<file path="src/rtl/ysyx_25060170_wbu_stage.sv">
// Writeback stage: selects and aligns the result, queues it in a small FIFO,
// and drains one entry per cycle into the register file with commit reporting.
module ysyx_25060170_wbu_stage #(
  parameter int XLEN  = 32,
  parameter int RAW   = 5,
  parameter int DEPTH = 2
) (
  input  logic            clk,
  input  logic            rst,
  input  logic            in_valid,
  output logic            in_ready,
  input  logic [XLEN-1:0] pc_i,
  input  logic [XLEN-1:0] exu_result_i,
  input  logic [XLEN-1:0] mem_data_i,
  input  logic [XLEN-1:0] csr_data_i,
  input  logic [RAW-1:0]  rd_i,
  input  logic [1:0]      regS,
  input  logic            RegW,
  input  logic [2:0]      load_fmt,
  input  logic [2:0]      addr_lo,
  input  logic            wb_ready,
  output logic            reg_write_en_o,
  output logic [RAW-1:0]  reg_write_addr_o,
  output logic [XLEN-1:0] reg_write_data_o,
  output logic            commit_valid_o,
  output logic [XLEN-1:0] commit_pc_o,
  input  logic [RAW-1:0]  fwd_addr_i,
  output logic            fwd_hit_o,
  output logic [XLEN-1:0] fwd_data_o,
  output logic [63:0]     retire_cnt_o
);

  localparam int PW = (DEPTH > 1) ? $clog2(DEPTH) : 1;
  localparam int CW = $clog2(DEPTH + 1);

  typedef struct packed {
    logic [XLEN-1:0] pc;
    logic [RAW-1:0]  rd;
    logic [XLEN-1:0] data;
    logic            regw;
  } entry_t;

  entry_t          fifo_q [DEPTH];
  logic [PW-1:0]   wr_ptr;
  logic [PW-1:0]   rd_ptr;
  logic [CW-1:0]   count;

  logic            full;
  logic            live;
  logic            push;
  logic            pop;
  entry_t          head;
  logic [XLEN-1:0] shifted;
  logic [XLEN-1:0] load_val;
  logic [XLEN-1:0] wb_data;

  // in_ready depends on registered state (and reset) only, never on wb_ready.
  assign full     = (count == CW'(DEPTH));
  assign live     = !rst && (count != '0);
  assign in_ready = rst || !full;
  assign push     = in_valid && in_ready && !rst;
  assign pop      = live && wb_ready;
  assign head     = fifo_q[rd_ptr];

  assign shifted = mem_data_i >> {addr_lo, 3'b000};

  // NOTE: every combinational output gets a default before the case so no latch is inferred.
  always_comb begin
    load_val = '0;
    case (load_fmt)
      3'd0: load_val = XLEN'($signed(shifted[7:0]));
      3'd1: load_val = XLEN'($signed(shifted[15:0]));
      3'd2: load_val = XLEN'($signed(shifted[31:0]));
      3'd3: load_val = (XLEN == 64) ? shifted : '0;
      3'd4: load_val = XLEN'(shifted[7:0]);
      3'd5: load_val = XLEN'(shifted[15:0]);
      default: load_val = '0;
    endcase
  end

  always_comb begin
    wb_data = exu_result_i;
    case (regS)
      2'd0: wb_data = exu_result_i;
      2'd1: wb_data = load_val;
      2'd2: wb_data = pc_i + XLEN'(4);
      2'd3: wb_data = csr_data_i;
      default: wb_data = exu_result_i;
    endcase
  end

  // NOTE: the entry storage carries no reset; validity is tracked by count alone.
  always_ff @(posedge clk) begin
    if (push) begin
      fifo_q[wr_ptr] <= '{pc: pc_i, rd: rd_i, data: wb_data, regw: RegW};
    end
  end

  // NOTE: sequential state uses non-blocking assignments; combinational blocks use blocking.
  always_ff @(posedge clk) begin
    if (rst) begin
      wr_ptr       <= '0;
      rd_ptr       <= '0;
      count        <= '0;
      retire_cnt_o <= '0;
    end else begin
      if (push) wr_ptr <= wr_ptr + PW'(1);
      if (pop) begin
        rd_ptr       <= rd_ptr + PW'(1);
        retire_cnt_o <= retire_cnt_o + 64'd1;
      end
      case ({push, pop})
        2'b10:   count <= count + CW'(1);
        2'b01:   count <= count - CW'(1);
        default: count <= count;
      endcase
    end
  end

  assign reg_write_en_o   = pop && head.regw && (head.rd != '0);
  assign reg_write_addr_o = live ? head.rd   : '0;
  assign reg_write_data_o = live ? head.data : '0;
  assign commit_valid_o   = pop;
  assign commit_pc_o      = live ? head.pc   : '0;

  // Walk oldest to youngest so the last match is the youngest producer.
  always_comb begin
    fwd_hit_o  = 1'b0;
    fwd_data_o = '0;
    for (int i = 0; i < DEPTH; i++) begin
      if (!rst && (i < int'(count)) && fifo_q[rd_ptr + PW'(i)].regw &&
          (fifo_q[rd_ptr + PW'(i)].rd == fwd_addr_i) && (fwd_addr_i != '0)) begin
        fwd_hit_o  = 1'b1;
        fwd_data_o = fifo_q[rd_ptr + PW'(i)].data;
      end
    end
  end

endmodule
</file>
<file path="config.mk">
export PLATFORM = sky130hd
export DESIGN_NAME = ysyx_25060170_wbu_stage
export DESIGN_NICKNAME = d
export VERILOG_FILES = /design/src/rtl/ysyx_25060170_wbu_stage.sv
export SDC_FILE = /design/constraint.sdc
export NUM_CORES = 1
export LEC_CHECK = 0
export CORE_MARGIN = 2
export CORE_UTILIZATION = 40
export DETAILED_ROUTE_END_ITERATION = 7
export PLACE_DENSITY = 0.71
export SETUP_SLACK_MARGIN = 0.15
export SYNTH_ARGS = -nofsm -noshare
export SYNTH_HDL_FRONTEND = slang
export SYNTH_SLANG_ARGS = --single-unit
</file>
<file path="constraint.sdc">
create_clock -name clk -period 6.95 [get_ports clk]
set_clock_uncertainty 0.1 [all_clocks]
set_input_delay 1.7375 -clock clk [delete_from_list [all_inputs] [get_ports clk]]
set_output_delay 1.7375 -clock clk [all_outputs]
set_load 0.01 [all_outputs]
</file>
==> flow_summary.json <==
{
  "outcome": "completed",
  "cp-start-kind": "input pin",
  "dieHeight_um": 170,
  "crit_path_max_fanout": 23,
  "timing.rr.end": "retire_cnt_o[61]",
  "async_flop_share_pct": 0,
  "dr.pass1.iters": 5,
  "dr_total_vias": 9782,
  "cts_buffer_depth": 3,
  "synthFlopType": "edfxtp_1",
  "worst-setup-path-type": "input pin to output port",
  "fin_crit_ps": 6460,
  "reg2reg_depth": 8,
  "dieArea_um2": 28900,
  "cts.sinks": 209,
  "core_um2": 27000,
  "cpLargestDelayFamily": "buffers and inverters",
  "drtIter0Drc": 883,
  "finalSetupTns_ps": 0,
  "irDropWorstVdd_mv": 0.150,
  "fin_crit_sh_pct": 93.0,
  "clkPwrFrac_pct": 37.4,
  "clk_latency_ps": 510,
  "power.switching_uw": 821,
  "grt_pass1_vias": 9577,
  "maxSlewViolCount": 0,
  "syn-num-nets": 1228,
  "dp_hpwl_mm": 28.2,
  "cts_tree": "done",
  "viasPerCell": 5.66,
  "antenna_found_initial": 3,
  "drcViolationCount": 0,
  "total_power_mw": 3.16,
  "antenna_left": 0,
  "postCtsSetupRepairBufs": 0,
  "yosys-top-cells-area": "edfxtp_1 (38%), dfxtp_1 (13%), mux2i_1 (8.6%), nor2_1 (6.8%), xor2_1 (4.6%)",
  "maxSlewHeadroom_pct": 27.8,
  "wirelength_mm": 38.1,
  "root_buffer": "clkbuf_16",
  "numCtsBuffers": 24,
  "cts-hold-fix-buffers": 0,
  "min_delay_path_depth": 2,
  "grt_pass1_wl_mm": 56.5,
  "intPower_mw": 2.34,
  "synth_edf_count": 140,
  "hp-start": "retire_cnt_o[63]",
  "grt_max_degree": 75,
  "gp_congestion": 0.984,
  "rsz0062_at_grt": "no",
  "reg2reg_from": "count[0]",
  "yosys.area.top_type": "edfxtp_1",
  "synth_seq_area_share_pct": 50.7,
  "worst_pin_slew_ps": 1080,
  "ff_latch_area_um2": 5590,
  "worstHoldPathType": "register to register",
  "crit_chain": "clkdlybuf4s50_1 > or4_1 > nor2_1 > nor3_1 > nand3_1 > mux2i_4 > buf_4 > a22o_1 > clkdlybuf4s50_1",
  "wl_per_cell_um": 22.1,
  "arrival_ps": 4630,
  "layout-drive-gt1-share_pct": 5.70,
  "max_stage_delay_ps": 540,
  "synth_area_um2": 11000,
  "path_clk_slew_ps": 60,
  "fmax_mhz": 155,
  "syn_area_per_cell_um2": 10.3,
  "cts_resized": 0,
  "start_util_pct": 40.8,
  "ys_types": 58,
  "grtUsageTotal_pct": 25.7,
  "slowest_stage": "or4_1",
  "crit_top_cell": "clkdlybuf4s50_1",
  "multi_input_area_um2": 5130,
  "cp.required_ps": 5110,
  "nets": 1524,
  "portBuffers": 319,
  "min_to": "retire_cnt_o[63]",
  "fill_cells": 2360,
  "crit_buf_inv": 3,
  "htree_levels": 1,
  "hold_viol_final": 0,
  "leakage_nw": 5.08,
  "syn_to_final_growth_pct": 38.4,
  "reg2reg_setup_slack_ps": 3820,
  "yosysWarnings": 0,
  "max-cap-violations": 0,
  "synth_top_area_share_pct": 38.2,
  "pwr_density_cell_nw_per_um2": 207,
  "syn_inst": 1071,
  "p_seq_share_pct": 45.2,
  "setup_violations": 0,
  "num_rows": 60,
  "overflow": 0,
  "comb_power_share_pct": 17.4,
  "ys_ff_latch": 209,
  "switching_share_pct": 26.0,
  "die_w_um": 170,
  "io_pins": 320,
  "cp-end-kind": "output port"
}
==> power by group through the flow <==
stage | clock network (mW) | registers [mW] | logic, mW
floorplan | 0 | 1.43 | 0.268
global placement | 0 | 1.45 | 0.545
detailed placement | 0 | 1.45 | 0.549
CTS | 1.20 | 1.43 | 0.552
global route | 1.25 | 1.43 | 0.585
finish | 1.18 | 1.43 | 0.551
==> worst max-delay path by stage <==
stage	from	end	slack (ps)	cells past startpoint
6_report	fwd_addr_i[1]	fwd_data_o[2]	490	9
5_1_grt	fwd_addr_i[1]	fwd_data_o[10]	330	9
4_1_cts	fwd_addr_i[1]	fwd_data_o[2]	510	9
3_5_place_dp	fwd_addr_i[1]	fwd_data_o[6]	530	9
3_3_place_gp	fwd_addr_i[1]	fwd_data_o[5]	550	9
2_1_floorplan	rst	fifo_q[0][0]	1150	4
==> final cells by class <==
class / count / share of cell area [%]
inverter: 15 / 0.369
tap: 341 / 2.80
clock buffer: 36 / 4.55
sequential: 209 / 36.7
antenna: 3 / 0.0493
multi-input combinational: 785 / 33.7
timing repair buffer: 332 / 21.6
clock inverter: 8 / 0.304
==> layer usage <==
layer / track usage, % / wire length (µm)
met3: 6.19 / 3340
met1: 31.6 / 14900
met5: 0 / 0
met4: 10.1 / 1450
met2: 43.7 / 18500
==> worst register-to-register path, stage by stage (launching register included) <==
cell	delay, ps
dfxtp_1	360
inv_1	80
ha_1	270
nor4bb_1	470
and4_1	440
and2_1	490
nand4_1	200
or2_2	330
mux2_2	260
==> flip-flops by register name, indices dropped and copies added, names as in the netlist, named ones only <==
name / flops
rd_ptr: 1
retire_cnt_o: 64
wr_ptr: 1
count: 2
fifo_q: 140
==> cells by family (layout without fill, tap and decap cells) <==
kind of cell	Yosys count	count (layout)	synth area share, %
and+or+nand+nor	433	433	18.9
adders and majority gates	6	6	0.682
other	0	3	0
muxes	105	105	9.97
xor gates and xnor gates	92	92	7.32
DFF	209	209	50.7
AOI/OAI and AO/OA	149	149	9.43
buffers and inverters	77	391	2.99
==> cells in the mapped netlist (7+ instances only) <==
| cell | n |
|---|---|
| clkbuf_1 | 47 |
| nor4_1 | 14 |
| xor2_1 | 58 |
| buf_1 | 7 |
| nor2_1 | 198 |
| mux2i_1 | 95 |
| inv_1 | 15 |
| dfxtp_1 | 69 |
| nor3_1 | 11 |
| a21oi_1 | 36 |
| and4_1 | 9 |
| mux2_2 | 7 |
| or3_1 | 7 |
| a221oi_1 | 15 |
| o21ai_0 | 25 |
| nand4_1 | 39 |
| o211ai_1 | 7 |
| xnor2_1 | 34 |
| and3_1 | 13 |
| edfxtp_1 | 140 |
| nor2b_1 | 12 |
| nand3_1 | 36 |
| a22o_1 | 35 |
| nand2_1 | 59 |
==> per-stage QoR <==
stage	setup WS [ps]	utilization (%)	instance area, µm²	hold slack, ps	cells
final	486	56.5	15200	412	1729
after global routing	327	56.5	15200	445	1729
after CTS	506	56.5	15200	408	1726
after detailed placement	527	53.8	14500	403	1682
after global placement	551	53.8	14500	385	1682
after floorplan	1150	-	11000	395	1071
==> cells in the final DEF (no fill, tap or decap), types with 24 or more instances in the layout <==
master,count
clkdlybuf4s50_1,318
nor2_1,197
edfxtp_1,140
mux2i_1,93
dfxtp_1,68
nand2_1,59
xor2_1,58
nand4_1,39
nand3_1,36
a21oi_1,36
a22o_1,35
xnor2_1,34
o21ai_0,25
clkbuf_16,24
Note: power is estimated with default switching activity, not from simulation.
